## config.mk

```make
export PLATFORM = sky130hd
export DESIGN_NAME = ser_tx_arbiter_flat
export DESIGN_NICKNAME = d
export VERILOG_FILES = /design/src/rtl/ser_arb_pkg.sv /design/src/rtl/ser_tx_arbiter_if.sv /design/src/rtl/ser_arb_pick.sv /design/src/rtl/ser_tx_arbiter.sv /design/src/flat_wrapper.sv
export SDC_FILE = /design/constraint.sdc
export NUM_CORES = 1
export LEC_CHECK = 0
export CAP_MARGIN = 20
export CORE_MARGIN = 3
export CORE_UTILIZATION = 30
export DETAILED_ROUTE_END_ITERATION = 12
export SLEW_MARGIN = 20
export SYNTH_ARGS = -nofsm -noshare
export SYNTH_HDL_FRONTEND = slang
export SYNTH_HIERARCHICAL = 1
export SYNTH_SLANG_ARGS = --single-unit
```

## constraint.sdc

```tcl
create_clock -name clka -period 2.7 [get_ports clka]
set_input_delay 0.54 -clock clka [delete_from_list [all_inputs] [get_ports clka]]
set_output_delay 0.54 -clock clka [all_outputs]
set_load 0.01 [all_outputs]
```

## src/rtl/ser_arb_pkg.sv

```systemverilog
// Shared types and helpers for the serial write-channel arbiter.
// Used by ser_tx_arbiter, ser_arb_pick and ser_tx_arbiter_if.
package ser_arb_pkg;

  localparam int BYTE_W = 8;

  typedef enum logic [1:0] {
    ST_IDLE  = 2'd0,
    ST_SHIFT = 2'd1,
    ST_GAP   = 2'd2
  } state_e;

  // Never returns less than 1, so counters of size 1 still get a real bit.
  function automatic int clog2(input int n);
    int r;
    r = 1;
    for (int i = 1; i < 32; i++) begin
      if ((1 << i) < n) r = i + 1;
    end
    return r;
  endfunction

endpackage

```

## src/rtl/ser_tx_arbiter_if.sv

```systemverilog
// Requester-side and serial-side signals of ser_tx_arbiter.
// req[i] is a level held (with din[i] stable) until the one-cycle gnt[i] pulse accepts the byte.
interface ser_tx_arbiter_if #(
  parameter int NREQ = 4
);
  import ser_arb_pkg::*;

  localparam int IW = clog2(NREQ);

  logic [NREQ-1:0]        req;
  logic [NREQ*BYTE_W-1:0] din;
  logic [NREQ-1:0]        gnt;
  logic [IW-1:0]          owner;
  logic                   busy;
  logic                   wra_n;
  logic                   da;

  modport master (output req, din, input gnt, owner, busy, wra_n, da);
  modport slave  (input req, din, output gnt, owner, busy, wra_n, da);

endinterface

```

## src/rtl/ser_arb_pick.sv

```systemverilog
// Combinational NREQ-way request picker.
// SER_ARB_RR_EN: round-robin starting after ptr; otherwise fixed priority, lowest index wins.
module ser_arb_pick
  import ser_arb_pkg::*;
#(
  parameter int NREQ = 4,
  parameter int IW   = clog2(NREQ)
) (
  input  logic [NREQ-1:0] req,
  input  logic [IW-1:0]   ptr,
  output logic            valid,
  output logic [IW-1:0]   win
);

`ifdef SER_ARB_RR_EN
  // Walk from the farthest candidate to the nearest so the nearest after ptr wins.
  always_comb begin
    valid = 1'b0;
    win   = '0;
    for (int k = NREQ; k >= 1; k--) begin
      if (req[(int'(ptr) + k) % NREQ]) begin
        valid = 1'b1;
        win   = IW'((int'(ptr) + k) % NREQ);
      end
    end
  end
`else
  logic unused_ptr;
  assign unused_ptr = ^ptr;

  always_comb begin
    valid = 1'b0;
    win   = '0;
    for (int i = NREQ - 1; i >= 0; i--) begin
      if (req[i]) begin
        valid = 1'b1;
        win   = IW'(i);
      end
    end
  end
`endif

endmodule

```

## src/rtl/ser_tx_arbiter.sv

```systemverilog
// Arbitrates NREQ byte requesters onto one wra_n/da serial write channel, 8 bits then GAP idle cycles.
// Optional macro SER_ARB_RR_EN selects round-robin instead of fixed-priority arbitration.
module ser_tx_arbiter
  import ser_arb_pkg::*;
#(
  parameter int NREQ      = 4,
  parameter int GAP       = 2,
  parameter bit MSB_FIRST = 1'b1
) (
  input  logic              clka,
  input  logic              rst,
  ser_tx_arbiter_if.slave   bus,
  output state_e            dbg_state
);

  localparam int IW = clog2(NREQ);
  localparam int GW = clog2(GAP);

  state_e              state_q, state_d;
  logic [2:0]          bit_cnt_q, bit_cnt_d;
  logic [GW-1:0]       gap_cnt_q, gap_cnt_d;
  logic [BYTE_W-1:0]   byte_q, byte_d;
  logic [NREQ-1:0]     gnt_q, gnt_d;
  logic [IW-1:0]       owner_q, owner_d;
  logic                busy_q, busy_d;
  logic                wra_n_q, wra_n_d;
  logic                da_q, da_d;
  logic [IW-1:0]       ptr_q;

  logic                arb, start, pick_valid;
  logic [IW-1:0]       pick_win;
  logic [BYTE_W-1:0]   win_byte;
  logic [2:0]          bit_nxt;

  ser_arb_pick #(.NREQ(NREQ), .IW(IW)) u_pick (
    .req   (bus.req),
    .ptr   (ptr_q),
    .valid (pick_valid),
    .win   (pick_win)
  );

  assign arb      = (state_q == ST_IDLE) ||
                    ((state_q == ST_GAP) && (gap_cnt_q == GW'(GAP - 1)));
  assign start    = arb && pick_valid;
  assign win_byte = bus.din[pick_win*BYTE_W +: BYTE_W];
  assign bit_nxt  = bit_cnt_q + 3'd1;

`ifdef SER_ARB_RR_EN
  logic [IW-1:0] ptr_d;
  assign ptr_d = start ? pick_win : ptr_q;

  always_ff @(posedge clka) begin
    if (rst) ptr_q <= IW'(NREQ - 1);
    else     ptr_q <= ptr_d;
  end
`else
  assign ptr_q = IW'(NREQ - 1);
`endif

  // State register plus all registered outputs and datapath.
  always_ff @(posedge clka) begin
    if (rst) begin
      state_q   <= ST_IDLE;
      bit_cnt_q <= '0;
      gap_cnt_q <= '0;
      byte_q    <= '0;
      gnt_q     <= '0;
      owner_q   <= '0;
      busy_q    <= 1'b0;
      wra_n_q   <= 1'b1;
      da_q      <= 1'b0;
    end else begin
      state_q   <= state_d;
      bit_cnt_q <= bit_cnt_d;
      gap_cnt_q <= gap_cnt_d;
      byte_q    <= byte_d;
      gnt_q     <= gnt_d;
      owner_q   <= owner_d;
      busy_q    <= busy_d;
      wra_n_q   <= wra_n_d;
      da_q      <= da_d;
    end
  end

  always_comb begin
    state_d = state_q;
    if (start) begin
      state_d = ST_SHIFT;
    end else begin
      case (state_q)
        ST_IDLE:  state_d = ST_IDLE;
        ST_SHIFT: if (bit_cnt_q == 3'd7) state_d = ST_GAP;
        ST_GAP:   if (arb) state_d = ST_IDLE;
        default:  state_d = ST_IDLE;
      endcase
    end
  end

  // The first bit is driven in the same cycle as gnt; later bits index the held byte.
  always_comb begin
    gnt_d     = '0;
    owner_d   = owner_q;
    busy_d    = busy_q;
    wra_n_d   = wra_n_q;
    da_d      = da_q;
    byte_d    = byte_q;
    bit_cnt_d = bit_cnt_q;
    gap_cnt_d = gap_cnt_q;
    if (start) begin
      gnt_d[pick_win] = 1'b1;
      byte_d          = win_byte;
      owner_d         = pick_win;
      busy_d          = 1'b1;
      wra_n_d         = 1'b0;
      da_d            = MSB_FIRST ? win_byte[BYTE_W-1] : win_byte[0];
      bit_cnt_d       = '0;
    end else begin
      case (state_q)
        ST_SHIFT: begin
          if (bit_cnt_q == 3'd7) begin
            wra_n_d   = 1'b1;
            da_d      = 1'b0;
            gap_cnt_d = '0;
          end else begin
            bit_cnt_d = bit_nxt;
            da_d      = byte_q[MSB_FIRST ? ~bit_nxt : bit_nxt];
          end
        end
        ST_GAP: begin
          if (arb) begin
            busy_d  = 1'b0;
            wra_n_d = 1'b1;
            da_d    = 1'b0;
          end else begin
            gap_cnt_d = gap_cnt_q + 1'b1;
          end
        end
        default: begin
          busy_d  = 1'b0;
          wra_n_d = 1'b1;
          da_d    = 1'b0;
        end
      endcase
    end
  end

  assign bus.gnt   = gnt_q;
  assign bus.owner = owner_q;
  assign bus.busy  = busy_q;
  assign bus.wra_n = wra_n_q;
  assign bus.da    = da_q;
  assign dbg_state = state_q;

endmodule

```

## src/flat_wrapper.sv

```systemverilog
// flat-port wrapper written by rule: the top's interface ports become plain ports
module ser_tx_arbiter_flat import ser_arb_pkg::*;
#(
  parameter int NREQ      = 4,
  parameter int GAP       = 2,
  parameter bit MSB_FIRST = 1'b1
)
  (clka, rst, dbg_state, bus_req, bus_din, bus_gnt, bus_owner, bus_busy, bus_wra_n, bus_da);
  ser_tx_arbiter_if #(.NREQ(NREQ)) bus_i ();
  input  logic clka;
  input  logic rst;
  output state_e dbg_state;
  input wire logic [$bits(bus_i.req)-1:0] bus_req;
  input wire logic [$bits(bus_i.din)-1:0] bus_din;
  output wire logic [$bits(bus_i.gnt)-1:0] bus_gnt;
  output wire logic [$bits(bus_i.owner)-1:0] bus_owner;
  output wire logic [$bits(bus_i.busy)-1:0] bus_busy;
  output wire logic [$bits(bus_i.wra_n)-1:0] bus_wra_n;
  output wire logic [$bits(bus_i.da)-1:0] bus_da;
  assign bus_i.req = bus_req;
  assign bus_i.din = bus_din;
  assign bus_gnt = bus_i.gnt;
  assign bus_owner = bus_i.owner;
  assign bus_busy = bus_i.busy;
  assign bus_wra_n = bus_i.wra_n;
  assign bus_da = bus_i.da;
  ser_tx_arbiter #(.NREQ(NREQ), .GAP(GAP), .MSB_FIRST(MSB_FIRST)) u_core (.clka(clka), .rst(rst), .bus(bus_i), .dbg_state(dbg_state));
endmodule
```

==> flow_summary.ini, run 1 <==
[run_status]
status = complete, no violations

[critical_path]
worst_path_most_repeated_cell = sky130_fd_sc_hd__ha_1
kind_of_critical_path = flop to flop
critical_path.slowest_cell = sky130_fd_sc_hd__nor3_1
critPathMaxStageDelay_ns = 0.46
critical_path.endpoint_type = flop
worst-endpoint-required_ns = 2.93
worst-path-max-fanout = 6
startpoint_class = flop
path_cells = ha_1 > ha_1 > and3b_1 > o2111ai_1 > nor3_1 > a21oi_1 > a31o_2
worst-endpoint-arrival_ns = 2.53

[synth]
post_synth.cell_area_avg_um2 = 8.70
yosysWarnings = 6
post_synth_instance_area_mm2 = 0.00423
syn_inst = 486

[layout]
insertedDiodeCount = 0
drive_gt1_share_pct = 9.45
regArea_mm2 = 0.00168
final_instance_count_excl_fillers = 737
area_of_the_multi_input_gates_mm2 = 0.00226
final_design_area_no_fill_mm2 = 0.00536
synthToLayoutAreaGrowth_pct = 26.8
nFillCells = 1354
num-nets-final = 598

[timing]
final.period_utilization_pct = 85.0
max_clock_freq_mhz = 436
fin_skew_ns = 0.00778
setup_violations = 0
max_slew.worst_pin.slew_ns = 0.605
relSlewSlack_pct = 59.1
report.final.hold_viol_count = 0
timing.hold.ws_ns = 0.476
slew_viol_final = 0
final.min_clock_period_ns = 2.29
setup_repair_after_global_routing_missed_its_margin = false
setup_tns_ns = 0

[floorplanning]
floorplan.initialDensity_pct = 31.3
core_mm2 = 0.0135
boundaryPins = 79
dieWidth_um = 125
die-height_um = 125
placement_rows = 42
die_area_mm2 = 0.0155

[global_routing]
grt_start_max_net_pins = 35
initial_antenna_violation_count = 0
grt_first_pass_wirelength_um = 17700
grt-ovfl-total = 0
grt_pass1_vias = 3567
grt_use_total_pct = 13.5

[cts]
ctsRootBufferMaster = sky130_fd_sc_hd__clkbuf_16
clock_tree_sinks = 84
cts_tree = built
cts_max_path_buffers = 2
cts_buffers = 9
holdBufCountCts = 0
postCtsSetupRepairBufs = 0
postCtsResizedCells = 0
clock_transition_at_the_registers_of_the_reported_paths_ns = 0.07
h-tree-depth = 3
clk-insertion-delay-late_ns = 0.34

[power]
switchingPower_mw = 0.694
power.static_leakage_nw = 1.87
power.share.sequential_pct = 45.9
p_total_mw = 2.86
power_switching_share_pct = 24.3
comb_power_share_pct = 12.2
share_clk_of_total_power_pct = 41.9
max-vdd-ir-drop_mv = 0.316
power_density_mw_per_mm2 = 533
intPower_mw = 2.17

[drt]
drt_first_iter_violations = 130
drt-total-wl_um = 10500
routed_via_density = 4.96
drc = 0
antenna_violating_nets_left = 0
drt_pre_antenna_iters = 4
routed_wire_length_per_instance_um = 14.2
detailroute.via_count = 3657

[place]
dp.final_hpwl_um = 7500
io_buffers = 78
post-place-cells = 721
globalplace.congestion = 0.779
placed_area_mm2 = 0.00507

[hold_path]
timing.hold.worst.class = flop to flop

[flow_run]
cap_violations = 0
-- power groups by stage --
stage	sequential (mW)	combinational (mW)	clock, mW
2_1_floorplan	1.35	0.189	0
3_3_place_gp	1.34	0.342	0
3_5_place_dp	1.34	0.345	0
4_1_cts	1.31	0.347	1.22
5_1_grt	1.32	0.385	1.27
6_report	1.31	0.350	1.20
-- layout by cell type, fill, tap and decap left out, drive strengths merged, types with 2 or more instances in the layout --
master	n
or3	4
clkdlybuf4s50	78
a21oi	42
a31o	3
nand2b	11
xnor2	21
nor4	23
clkinv	3
nor3	14
nor4b	2
inv	6
nand2	15
nor2	41
mux4	10
or4b	7
clkbuf	12
and4	4
nand4	11
ha	4
nor2b	4
o2111ai	2
and3	3
xor2	4
o21ai	50
nand3	41
buf	14
dfxtp	84
a211oi	2
o21a	2
mux2i	3
conb	30
-- through the flow --
| stage | utilization, % | setup WS (ns) |
|---|---|---|
| after floorplan | - | 0.676 |
| after global routing | 39.7 | 0.220 |
| after detailed placement | 37.5 | 0.307 |
| final | 39.7 | 0.405 |
| after global placement | 37.5 | 0.354 |
| after CTS | 39.7 | 0.420 |
-- path summary, 6_finish.rpt --
check,from,endpoint,slack (ns),cells after the start
worst max-delay path,u_core/bit_cnt_q[0],u_core/gap_cnt_q[26],0.41,7
worst min-delay path,u_core/byte_q[4],u_core/byte_q[4],0.48,2
worst max register to register,u_core/bit_cnt_q[0],u_core/gap_cnt_q[26],0.41,7
worst min register to register,u_core/byte_q[4],u_core/byte_q[4],0.48,2
-- layer usage --
| layer | vias up | wire length (um) | track usage, % |
|---|---|---|---|
| met2 | 80 | 4810 | 21.6 |
| met3 | 13 | 534 | 3.82 |
| met4 | 0 | 172 | 5.29 |
| met5 | - | 0 | 0 |
| met1 | 1720 | 4970 | 17.2 |
| li1 | 1844 | - | - |
-- layout make-up --
class	instances	area share [%]
clock buffer	12	4.97
clock inverter	4	0.420
inverter	6	0.420
multi-input combinational	363	42.2
sequential	84	31.4
tap	176	4.11
timing repair buffer	92	16.5
-- flip-flops by register name (all words and copies together), names as in the netlist --
register	count
u_core/dbg_state	2
u_core/bus.busy	1
u_core/bit_cnt_q	3
u_core/gap_cnt_q	32
u_core/byte_q	8
u_core/bus.gnt	4
u_core/bus.owner	32
u_core/bus.da	1
u_core/bus.wra_n	1
-- worst max-delay path, delay by kind of cell (launching register included) --
kind	cells	cell delay, ns
AND/OR/NAND/NOR	2	0.74
AO/OA/AOI/OAI	3	0.61
flip-flops	1	0.45
adder cells (fa/ha/maj)	2	0.38
Power figures use the tool's default switching activity.
==> run 2, diff against run 1 <==
==> constraint.sdc (replaced) <==
create_clock -name clka -period 2.08 [get_ports clka]
set_input_delay 0.416 -clock clka [delete_from_list [all_inputs] [get_ports clka]]
set_output_delay 0.416 -clock clka [all_outputs]
set_load 0.01 [all_outputs]
==> run 2 against run 1 <==
  * Critical path depth fell by 2
  * Utilization up 2.0 points
  * First-iteration DRC count up 74%
  * Sequential share of layout area shrank 1.5 points
  * Setup slack lost 0.29 ns
  * Die area is the same
  * Register-to-register slack worse by 0.29 ns
  * Clock power is 35% higher
  * Via count is 3.7% higher
  * Global-route usage up 0.16 points
  * Non-clock buffer count increased by 21
==> flow_summary.ini, run 2 (synthesized netlist as in run 1, its figures left out) <==
[run_status]
status = complete, no violations

[critical_path]
worst-path-max-fanout = 7
critPathMaxStageDelay_ns = 0.55
kind_of_critical_path = flop to flop
path_cells = nor2b_1 > nor4bb_1 > o21ai_0 > xor2_1 > nor2_1
critical_path.endpoint_type = flop
critical_path.slowest_cell = sky130_fd_sc_hd__nor4bb_1
worst-endpoint-required_ns = 2.30
startpoint_class = flop
worst-endpoint-arrival_ns = 2.18

[floorplanning]
die-height_um = 125
boundaryPins = 79
die_area_mm2 = 0.0155
placement_rows = 42
dieWidth_um = 125
core_mm2 = 0.0135
floorplan.initialDensity_pct = 31.3

[cts]
holdBufCountCts = 0
clock_transition_at_the_registers_of_the_reported_paths_ns = 0.06
h-tree-depth = 3
ctsRootBufferMaster = sky130_fd_sc_hd__clkbuf_16
clock_tree_sinks = 84
cts_buffers = 9
cts_tree = built
clk-insertion-delay-late_ns = 0.34
cts_max_path_buffers = 2

[power]
p_total_mw = 3.79
intPower_mw = 2.89
switchingPower_mw = 0.903
power.static_leakage_nw = 2.01
power.share.sequential_pct = 44.9
power_density_mw_per_mm2 = 673
power_switching_share_pct = 23.8
max-vdd-ir-drop_mv = 0.422
comb_power_share_pct = 12.4
share_clk_of_total_power_pct = 42.7

[global_routing]
grt_use_total_pct = 13.7
grt_start_max_net_pins = 35
grt-ovfl-total = 0
initial_antenna_violation_count = 0
grt_first_pass_wirelength_um = 18000
grt_pass1_vias = 3627

[layout]
insertedDiodeCount = 0
final_core_util_pct = 41.7
final_common_cell = sky130_fd_sc_hd__dfxtp_1
layout.cells.most_common_list = sky130_fd_sc_hd__dfxtp_1, sky130_fd_sc_hd__clkdlybuf4s50_1, sky130_fd_sc_hd__o21ai_0
synthToLayoutAreaGrowth_pct = 33.3
num-nets-final = 619
nFillCells = 1322
drive_gt1_share_pct = 14.1

[place]
dp_slack_ns = -0.155
globalplace.congestion = 0.764
io_buffers = 78
dp.final_hpwl_um = 7860

[timing]
fin_skew_ns = 0.00784
setup_repair_after_global_routing_missed_its_margin = true
final.period_utilization_pct = 94.3
max_clock_freq_mhz = 510
setup_tns_ns = 0
max_slew.worst_pin.slew_ns = 0.510
setup_violations = 0
report.final.hold_viol_count = 0
final.min_clock_period_ns = 1.96
relSlewSlack_pct = 65.5
postLayoutSetupSlackWorst_ns = 0.118
slew_viol_final = 0

[flow_run]
cap_violations = 0

[drt]
drt_pre_antenna_iters = 5
met3WireLength_um = 694
drc = 0
antenna_violating_nets_left = 0
maxUsedRoutingLayer = met4
routed_via_density = 5.00
wl_met1_um = 4860
met2WireLength_um = 5130
detailroute.via_count = 3791
routed_wire_length_per_instance_um = 14.3
drt-total-wl_um = 10800
drt_first_iter_violations = 226

[hold_path]
timing.hold.worst.class = flop to flop
-- run 2: cell count changes in the layout (fill, tap and decap cells not counted), moves of 2 or more --
cell | before | now
sky130_fd_sc_hd__nor4_1 | 18 | 14
sky130_fd_sc_hd__buf_4 | 14 | 33
sky130_fd_sc_hd__clkinv_2 | 3 | 0
sky130_fd_sc_hd__clkbuf_8 | 3 | 1
sky130_fd_sc_hd__nor4_4 | 0 | 2
sky130_fd_sc_hd__nor4_2 | 5 | 7
sky130_fd_sc_hd__clkinvlp_4 | 1 | 3
-- run 2: path summary, 6_finish.rpt --
path / start / depth (start not counted) / to / slack, ns
max reg2reg: u_core/dbg_state[1] / 5 / u_core/gap_cnt_q[11] / 0.12
max: u_core/dbg_state[1] / 5 / u_core/gap_cnt_q[11] / 0.12
min: u_core/byte_q[4] / 2 / u_core/byte_q[4] / 0.47
min reg2reg: u_core/byte_q[4] / 2 / u_core/byte_q[4] / 0.47
-- run 2: metrics by stage --
stage          hold slack, ns  cells  cell area (um^2)
4_1_cts                 0.475    755              5530
5_1_grt                 0.492    758              5630
6_report                0.474    758              5630
3_5_place_dp            0.466    739              5220
3_3_place_gp            0.462    739              5220
2_1_floorplan           0.445    515              4340
-- run 2: cell type report --
cell class / instances / area [um^2] / area share (%)
clock inverter: 5 / 61.3 / 1.09
timing repair buffer: 113 / 1060 / 18.8
inverter: 6 / 22.5 / 0.400
multi-input combinational: 363 / 2340 / 41.6
tap: 176 / 220 / 3.91
clock buffer: 11 / 243 / 4.31
sequential: 84 / 1680 / 29.9
-- run 2: power groups by stage --
stage          combinational, mW  clock [mW]  sequential, mW
2_1_floorplan              0.245           0            1.75
3_3_place_gp               0.459           0            1.74
3_5_place_dp               0.465           0            1.74
4_1_cts                    0.468        1.65            1.70
5_1_grt                    0.516        1.73            1.71
6_report                   0.470        1.62            1.70
-- run 2: critical path: cells and delay by family (launching register included) --
family	cells	cell delay (ns)
flip-flops	1	0.49
AND/OR/NAND/NOR	3	1.02
AO/OA/AOI/OAI	1	0.18
XOR/XNOR	1	0.16
-- run 2: metal layers --
layer / vias up / track usage (%)
li1: 1890 / -
met1: 1776 / 17.7
met2: 112 / 21.9
met3: 13 / 4.07
met4: 0 / 4.13
met5: - / 0
-- run 2: repair_timing --
| action | CTS | global route |
|---|---|---|
| pin swaps | 0 | 3 |
| setup buffers | 0 | 3 |
| resized for setup | 1 | 15 |
| setup endpoints to repair | 1 | 52 |
==> run 3, diff against run 2 <==
==> constraint.sdc (replaced) <==
create_clock -name clka -period 1.8 [get_ports clka]
set_input_delay 0.36 -clock clka [delete_from_list [all_inputs] [get_ports clka]]
set_output_delay 0.36 -clock clka [all_outputs]
set_load 0.01 [all_outputs]
==> run 3 against run 2 <==
  * The run now ends with setup timing left
  * Count of clock-buffer cells in the layout fell by 1
  * Final area rose by 10%
  * Setup slack got worse by 0.15 ns
  * Worst hold slack got worse by 0.0045 ns
  * Wire length rose by 7.1%
  * Sequential share of layout area fell by 2.6 points
  * Combinational power rose by 24%
  * Final cell count rose by 5.5%
  * Critical path type unchanged
  * Largest power group unchanged
==> flow_summary.ini, run 3 (synthesized netlist as in run 1, its figures left out) <==
[critical_path]
worst-endpoint-required_ns = 2.03
critical_path.endpoint_type = flop
kind_of_critical_path = flop to flop
worst_path_most_repeated_cell = sky130_fd_sc_hd__ha_4
r2r_slack_ns = -0.03
critical_path.top_delay_family = compound AO/OA/AOI/OAI gates
worst-path-max-fanout = 5
critical_path.slowest_cell = sky130_fd_sc_hd__dfxtp_2
path_cells = ha_4 > ha_4 > and3b_2 > o2111ai_4 > nor3_4 > a21oi_1 > a31o_2
cp.buffers_inverters = 0
startpoint_class = flop
critPathMaxStageDelay_ns = 0.35
worst-endpoint-arrival_ns = 2.06

[place]
post-place-cells = 777
dp.final_hpwl_um = 8140
io_buffers = 78
placed_area_mm2 = 0.00556
globalplace.congestion = 0.790
dp_slack_ns = -0.344

[flow_run]
cap_violations = 0

[drt]
antenna_violating_nets_left = 0
drt-total-wl_um = 11600
drt_first_iter_violations = 171
routed_wire_length_per_instance_um = 14.5
routed_via_density = 4.91
detailroute.via_count = 3924
drt_pre_antenna_iters = 4
drc = 0

[floorplanning]
die_area_mm2 = 0.0155
placement_rows = 42
core_mm2 = 0.0135
dieWidth_um = 125
floorplan.initialDensity_pct = 31.3
boundaryPins = 79
die-height_um = 125

[timing]
report.final.hold_viol_count = 0
setup_repair_after_global_routing_missed_its_margin = true
final.period_utilization_pct = 102
setup_violations = 4
fin_skew_ns = 0.0101
final.min_clock_period_ns = 1.83
slew_viol_final = 0
max_clock_freq_mhz = 547
postLayoutSetupSlackWorst_ns = -0.0293
setup_tns_ns = -0.0346
timing.hold.ws_ns = 0.469

[run_status]
status = finished with violations
violations = setup timing

[cts]
holdBufCountCts = 0
cts_max_path_buffers = 2
ctsRootBufferMaster = sky130_fd_sc_hd__clkbuf_16
clk-insertion-delay-late_ns = 0.34
cts_buffers = 9
h-tree-depth = 3
clock_transition_at_the_registers_of_the_reported_paths_ns = 0.06
cts_tree = built
clock_tree_sinks = 84

[layout]
layout.cells.most_common_list = sky130_fd_sc_hd__dfxtp_1, sky130_fd_sc_hd__clkdlybuf4s50_1, sky130_fd_sc_hd__buf_4, sky130_fd_sc_hd__a21oi_1, sky130_fd_sc_hd__nor2_1
num-nets-final = 661
nFillCells = 1265
drive_gt1_share_pct = 25.5
final_common_cell = sky130_fd_sc_hd__dfxtp_1
final_design_area_no_fill_mm2 = 0.00620
synthToLayoutAreaGrowth_pct = 46.8
final_core_util_pct = 45.9
final_instance_count_excl_fillers = 800
area_of_the_multi_input_gates_mm2 = 0.00259
insertedDiodeCount = 0
regArea_mm2 = 0.00169

[global_routing]
grt_first_pass_wirelength_um = 18500
grt-ovfl-total = 0
initial_antenna_violation_count = 0
grt_pass1_vias = 3752
grt_use_total_pct = 14.3
grt_start_max_net_pins = 37

[power]
p_total_mw = 4.25
power_density_mw_per_mm2 = 685
max-vdd-ir-drop_mv = 0.414
power.static_leakage_nw = 2.30

[hold_path]
timing.hold.worst.class = flop to flop
[run 3: worst paths after layout]
| check | to | start | cells after the start |
|---|---|---|---|
| setup / recovery | u_core/gap_cnt_q[26] | u_core/bit_cnt_q[0] | 7 |
| hold reg to reg | u_core/byte_q[3] | u_core/byte_q[3] | 2 |
| hold / removal | u_core/byte_q[3] | u_core/byte_q[3] | 2 |
| setup reg to reg | u_core/gap_cnt_q[26] | u_core/bit_cnt_q[0] | 7 |
[run 3: routing by layer]
layer | vias to the layer above | wire (um) | GRT usage (%)
li1 | 1972 | - | -
met1 | 1867 | 5250 | 18.6
met2 | 77 | 5630 | 23.1
met3 | 8 | 622 | 4.33
met4 | 0 | 107 | 3.87
met5 | - | 0 | 0
[run 3: layout make-up]
class / count / area share (%)
multi-input cells: 364 / 41.8
flip-flops and latches: 84 / 27.2
repair buffers: 154 / 22.7
clock buffers: 10 / 3.69
well taps: 176 / 3.55
clock inverters: 6 / 0.665
inverters: 6 / 0.363
[run 3: timing repair]
action | CTS | global route
resized for setup | 20 | 76
cloned | 2 | 0
pin swaps | 6 | 21
setup endpoints to repair | 72 | 73
setup buffers | 2 | 3
[run 3: power breakdown]
part	total [mW]	internal, mW	switching, mW
Clock	1.70	0.932	0.772
Combinational	0.585	0.319	0.266
Sequential	1.96	1.93	0.0378
Total	4.25	3.18	1.08
[run 3: tightest hold or removal path, cell delays in order (launching register included)]
cell	delay, ns
sky130_fd_sc_hd__dfxtp_1	0.31
sky130_fd_sc_hd__nand2b_1	0.07
sky130_fd_sc_hd__o21ai_1	0.05
